--- config.mk ---
export PLATFORM = sky130hd
export DESIGN_NAME = vc_trace_buffer
export DESIGN_NICKNAME = d
export VERILOG_FILES = /design/src/rtl/vc_trace_buffer.sv
export SDC_FILE = /design/constraint.sdc
export NUM_CORES = 1
export LEC_CHECK = 0
export ABC_AREA = 1
export CAP_MARGIN = 20
export CORE_ASPECT_RATIO = 1.75
export CORE_MARGIN = 2
export CORE_UTILIZATION = 55
export CTS_CLUSTER_SIZE = 8
export DETAILED_ROUTE_END_ITERATION = 16
export PLACE_DENSITY = 0.86
export SYNTH_ARGS = -nofsm -noshare
export SYNTH_HDL_FRONTEND = slang
export SYNTH_SLANG_ARGS = --single-unit
export TNS_END_PERCENT = 1
--- constraint.sdc ---
create_clock -name clk -period 5.2 [get_ports clk]
set_clock_uncertainty 0.15 [all_clocks]
set_input_delay 0.52 -clock clk [delete_from_list [all_inputs] [get_ports clk]]
set_output_delay 0.52 -clock clk [all_outputs]
set_load 0.01 [all_outputs]
--- src/rtl/vc_trace_buffer.sv ---
// Multi-channel val/rdy trace capture into a circular record buffer, drained oldest-first.
// Define VC_TRACE_BUFFER_TIMESTAMP_EN to add a free-running cycle stamp to every record.
module vc_trace_buffer #(
  parameter  int p_nchannels   = 4,
  parameter  int p_msg_nbits   = 32,
  parameter  int p_depth       = 16,
  parameter  int p_cycle_nbits = 32,
`ifdef VC_TRACE_BUFFER_TIMESTAMP_EN
  localparam bit TS_EN         = 1'b1,
`else
  localparam bit TS_EN         = 1'b0,
`endif
  localparam int IDX_NBITS     = (p_nchannels > 1) ? $clog2(p_nchannels) : 1,
  localparam int STAMP_NBITS   = TS_EN ? p_cycle_nbits : 0,
  localparam int REC_NBITS     = STAMP_NBITS + 2*p_nchannels + IDX_NBITS + p_msg_nbits,
  localparam int CNT_NBITS     = $clog2(p_depth) + 1
) (
  input  logic                             clk,
  input  logic                             reset,
  input  logic [p_nchannels-1:0]           in_val,
  input  logic [p_nchannels-1:0]           in_rdy,
  input  logic [p_nchannels*p_msg_nbits-1:0] in_msg,
  input  logic [1:0]                       cfg_mode,
  input  logic                             cfg_wrap,
  input  logic                             freeze,
  output logic                             out_val,
  input  logic                             out_rdy,
  output logic [REC_NBITS-1:0]             out_msg,
  output logic [CNT_NBITS-1:0]             count,
  output logic [15:0]                      drops
);

  localparam int PTR_NBITS = (p_depth > 1) ? $clog2(p_depth) : 1;

  typedef enum logic [1:0] {
    MODE_OFF    = 2'b00,
    MODE_ALL    = 2'b01,
    MODE_FIRE   = 2'b10,
    MODE_CHANGE = 2'b11
  } mode_e;

  logic [REC_NBITS-1:0]     mem [p_depth];
  logic [PTR_NBITS-1:0]     head;
  logic [PTR_NBITS-1:0]     tail;
  logic [2*p_nchannels-1:0] last_codes;

  logic [2*p_nchannels-1:0] codes;
  logic [p_nchannels-1:0]   fire;
  logic [IDX_NBITS-1:0]     sel_idx;
  logic [p_msg_nbits-1:0]   sel_msg;
  logic [REC_NBITS-1:0]     rec;
  logic                     qual;
  logic                     cap;
  logic                     full;
  logic                     pop;
  logic                     write_en;
  logic                     head_adv;
  logic                     drop;

  // Status code per channel: idle 00, stall 01, blocked 10, fire 11.
  always_comb begin
    codes = '0;
    for (int i = 0; i < p_nchannels; i++) begin
      codes[2*i +: 2] = {~(in_val[i] ^ in_rdy[i]), in_val[i]};
    end
  end

  assign fire = in_val & in_rdy;

  // Scanning downward lets the lowest-index firing channel win.
  always_comb begin
    sel_idx = '0;
    sel_msg = '0;
    for (int i = p_nchannels - 1; i >= 0; i--) begin
      if (fire[i]) begin
        sel_idx = IDX_NBITS'(i);
        sel_msg = in_msg[i*p_msg_nbits +: p_msg_nbits];
      end
    end
  end

  always_comb begin
    qual = 1'b0;
    case (mode_e'(cfg_mode))
      MODE_ALL:    qual = 1'b1;
      MODE_FIRE:   qual = |fire;
      MODE_CHANGE: qual = (codes != last_codes);
      default:     qual = 1'b0;
    endcase
  end

`ifdef VC_TRACE_BUFFER_TIMESTAMP_EN
  logic [p_cycle_nbits-1:0] cycle;

  always_ff @(posedge clk) begin
    if (reset) cycle <= '0;
    else       cycle <= cycle + 1'b1;
  end

  assign rec = {cycle, codes, sel_idx, sel_msg};
`else
  assign rec = {codes, sel_idx, sel_msg};
`endif

  assign cap      = qual && !freeze;
  assign full     = (count == CNT_NBITS'(p_depth));
  assign out_val  = (count != '0);
  assign pop      = out_val && out_rdy;
  // A full buffer still accepts a record if a pop frees a slot or wrap overwrites the head.
  assign write_en = cap && (!full || pop || cfg_wrap);
  assign head_adv = pop || (write_en && full);
  assign drop     = cap && full && !pop;

  assign out_msg = mem[head];

  always_ff @(posedge clk) begin
    if (write_en) mem[tail] <= rec;
  end

  always_ff @(posedge clk) begin
    if (reset) begin
      head       <= '0;
      tail       <= '0;
      count      <= '0;
      drops      <= '0;
      last_codes <= '0;
    end else begin
      if (write_en) begin
        tail       <= tail + 1'b1;
        last_codes <= codes;
      end
      if (head_adv) head <= head + 1'b1;
      if (write_en && !full && !pop)   count <= count + 1'b1;
      else if (pop && !write_en)       count <= count - 1'b1;
      if (drop && drops != 16'hFFFF)   drops <= drops + 1'b1;
    end
  end

endmodule

Yosys cells after proc, flatten, opt, wreduce, memory -nomap -nowiden --
Memory sizes are Yosys's and may differ from the RTL's. A register that Yosys moved wholly into a read port is not among the register bits. Index checks and enable logic that the tools add are counted.
Word-level totals: register bits 37, bits in latches 0, RAM bits 672, ROM bits 0, output and inout port bits 64, word-level logic and storage cells 61, memories 1
Cells by class: $add $sub $neg 5, multipliers 0, div/mod/pow operators 0, magnitude comparators 0, equal/unequal tests 6, shift-type cells 0, muxes and demuxes 15, bitwise gates (word level) 9, reductions and logical operators 20
Memories:
- mem | depth 16, bits a word 42, rd ports 1, clocked after Yosys merged registers in 1, write ports 1, line 42 | logic [REC_NBITS-1:0] mem [p_depth];
Operators by type and width (count):
- $mux 32 | 4
- $add 16x1->16 const B | 1
- $ne 16x16->1 const B | 1
- $logic_and 1x1->1 | 10
- $mux 5 | 2
- $add 4x1->4 const B | 2
- $mux 2 | 4
- $mux 4 | 2
- $ne 8x8->1 | 1
- $add 5x1->5 const B | 1
- $eq 5x5->1 const B | 1
- $reduce_bool 5->1 | 1
- $sub 5x1->5 const B | 1
- $and 4x4->4 | 1
- $eq 2x2->1 const B | 2
- $logic_not 1->1 | 4
- $not 1->1 | 4
- $reduce_or 4->1 | 1
- $xor 1x1->1 | 4
- $logic_or 1x1->1 | 3
- $pmux 1 s3 | 1
- $eq 2x1->1 const B | 1
- $mux 1 | 2
- $reduce_bool 2->1 | 1

Logic depth before layout (Yosys ltp) --
depth after elaboration 10, depth in mapped cells 18

Worst setup path after synthesis --
Ideal clock, no wire load.
path type input port to flip-flop, start input in_val[2], end memory mem[0][0] in the netlist's numbering (enable), library setup time 0.441 ns, arrival 3.654 ns, slack 0.954 ns, stages on the path 11, buffers on the path 1, path through ha_1 inv_1 nand2_1 nand3_1 nor2_1 nand3_1 nand3_2 inv_2 buf_4 nand2_1 nor2_1
On the way: word-level cells in the longest chain between the ends 8, elaborated cells on any way between the ends 10, classes of those cells eq/ne (1); mux (3); bitwise (3); reduce/logical (3)
RTL lines:
- start: declaration | line 20 | input logic [p_nchannels-1:0] in_val,
- $xor 1x1->1 | line 64 | codes[2*i +: 2] = {~(in_val[i] ^ in_rdy[i]), in_val[i]};
- $not 1->1 | line 64
- via codes[5] | line 47 | logic [2*p_nchannels-1:0] codes;
- $ne 8x8->1 | line 87 | MODE_CHANGE: qual = (codes != last_codes);
- $pmux 1 s3 | line 84 | case (mode_e'(cfg_mode))
- $logic_and 1x1->1 | line 105 | assign cap = qual && !freeze;
- $logic_and 1x1->1 | line 110 | assign write_en = cap && (!full || pop || cfg_wrap);
- $mux 1 | line 117 | if (write_en) mem[tail] <= rec;
- $mux 1 (implied by the code) | line 117
- end: declaration | line 42
The timed path passes the listed nets, and every way through them passes these cells.

==> results.md <==
* Outcome: completed
* Clock transition at path regs at 50 ps
* Bufs and invs on worst path at 2
* Share of post-route cells with drive strength above 1 at 8.308%
* GRT Util Overall at 28.45%
* Grt ovf at 0
* First-pass GRT wire length at 122.2 mm
* Mapped Area at 30100 um2
* Fmax at 237.0 MHz
* Wirelength per Cell at 24.92 um
* Sequential-to-total area share from yosys stat at 69.76%
* # setup viols final at 0
* Multi-input gate area at 7602 um2
* CP top delay family: buffers and inverters
* Most common cell after layout, fill and taps aside: edfxtp_1
* Clk_lat worst skew at 630 ps
* Synth Warn # at 0
* Min cycle time layout at 4219 ps
* Critical Path Fanout Max at 142
* Setup Total Neg Slack at 0 ps
* Nature of the critical path endpoint: output port
* Pins Over Slew Limit at 0
* DRC violations left at 0
* RSZ-0062 raised after global routing: no
* Post-DP HPWL at 47.54 mm
* Syn nets at 2491
* Root Buffer: clkbuf_16
* Post-synthesis cell count at 2334
* GP Congestion at 0.8754
* Relative slew margins at 22.87%
* I/O Buffers at 206
* H-tree Lvls at 3
* Pwr dens at 442.1 nW/um2
* Layout area overhead at 18.99%
* Worst-margin pin slew at 1157 ps
* Critical path's slowest cell: dfxtp_4
* Clk sinks at 713
* CORE AREA at 54150 um2
* Vias in the first global route at 21355
* CP max stage delay at 710 ps
* Die W at 180.9 um
* N_diodes at 0
* Yosys top cell area share at 67.04%
* CTS tree: done
* Worst min path class: reg -> reg
* Largest net degree at the start of global routing at 169
* Critical path data arrival time at 3550 ps
* Total power at 15.83 mW
* Initial drt markers at 2643
* CP Launch Type: flop
* Vias per cell at 6.277
* Number of core rows at 113
* Die height at 313.5 um
* Vias post-DR at 20651
* Initial antenna violation count at 0
* Synth Area per Inst at 12.90 um2
* Die area at 56690 um2
* Synth top area cells: edfxtp_1 67%, mux2i_1 5.6%, o211ai_1 4.2%
* Initial core utilization at 55.59%
* Post-CTS Hold Buffers at 0
* Top Ports at 207
* Req. time, crit path at 4530 ps
* Final Cycle Share at 81.14%
* Fillers at 3456
* Worst-path cell chain: buf_12 > mux2i_1 > o21ai_0 > o211ai_1 > nand2_1 > clkdlybuf4s50_1
* MaxCap Viol Count at 0
* Final Hold Fails at 0
* Routed WL at 81.98 mm
* CP Class: reg -> out
* Worst vdd ir at 270.6 uV
* Post-route ant nets at 0
* Inserted Clock Buffers at 99
* Final #Nets at 2715
* Lkg Pwr at 12.32 nW
* Drt first pass iters at 6
* Synth area leader: edfxtp_1
* Max clock buf depth at 3
* Flops & latches, synth at 713
* Most frequent cells in the layout: 672 x edfxtp_1, 233 x a21oi_1, 227 x o21ai_0, 206 x clkdlybuf4s50_1, 205 x inv_1
* Post-cts sizing count at 0
* FF/Latch Area at 21010 um2
* Number of post-CTS setup repair buffers at 0
* Post-synth cell types at 39
## worst min-delay path, stage by stage (launching register included)
cell     delay (ps)
dfxtp_1         310
nand2_1          60
a21oi_1          60
## metal layers
layer / GRT usage, % / up-vias / share of wire (%)
met1: 32.06 / 9924 / 32
met4: 17.65 / 0 / 5.1
met5: 0 / - / 0
li1: - / 9012 / -
met3: 5.051 / 257 / 11
met2: 50.03 / 1458 / 52
## cells in the mapped netlist (all sizes together)
| cell type | count |
|---|---|
| a21oi | 234 |
| nand4 | 4 |
| o21bai | 1 |
| nor2 | 62 |
| mux2i | 168 |
| inv | 209 |
| buf | 62 |
| clkbuf | 94 |
| nand2 | 185 |
| xnor2 | 3 |
| clkinv | 1 |
| o21ai | 289 |
| ha | 13 |
| dfxtp | 41 |
| nand3 | 106 |
| fa | 1 |
| nor3 | 7 |
| and3 | 1 |
| xor2 | 13 |
| edfxtp | 672 |
| o211ai | 168 |
## path summary, 6_finish.rpt
path	start	cells after the start	slack [ps]	to
hold reg to reg	last_codes[6]$_SDFFE_PP0P_	2	340	last_codes[6]$_SDFFE_PP0P_
hold / removal	last_codes[6]$_SDFFE_PP0P_	2	340	last_codes[6]$_SDFFE_PP0P_
setup / recovery	flop	6	980	out_msg[24]
setup reg to reg	count[1]$_SDFFE_PP0P_	9	2060	mem[8][16]$_DFFE_PP_
## cell type report
| cell class | count | area share, % |
|---|---|---|
| multi-input cells | 1255 | 21.22 |
| flip-flops and latches | 713 | 58.66 |
| clock inverters | 5 | 0.2131 |
| well taps | 690 | 2.410 |
| clock buffers | 138 | 7.384 |
| repair buffers | 279 | 7.901 |
| inverters | 210 | 2.208 |
## kinds of logic after synthesis
family,share of synthesized area [%]
mux,5.586
compound gates,12.92
fa+ha+maj,0.6069
xor+xnor,0.4655
simple gates,5.258
buf+inv,5.399
flops,69.76
## stage by stage
step / utilization [%] / cell area (um2) / setup WS, ps / hold WS (ps) / std cells
global placement: 61.10 / 33080 / 861.3 / 308.5 / 3146
detailed placement: 61.10 / 33080 / 645.7 / 326.9 / 3146
finish: 66.15 / 35820 / 980.9 / 335.9 / 3290
CTS: 66.12 / 35810 / 1010 / 333.3 / 3289
global route: 66.15 / 35820 / 775.9 / 365.8 / 3290
floorplan: - / 30100 / 954.5 / 293.7 / 2334
## state kept, by name (all words and copies together) (netlist names), named ones only
| signal | cells |
|---|---|
| drops | 16 |
| last_codes | 8 |
| tail | 4 |
| count | 5 |
| mem | 672 |
| head | 4 |
## where the power goes
group	internal, mW	leakage [nW]	switching, mW	total [mW]
Sequential	6.48	6.44	0.102	6.58
Clock	3.47	1.31	2.25	5.73
Combinational	1.34	4.57	2.18	3.52
Power figures use the tool's default switching activity.
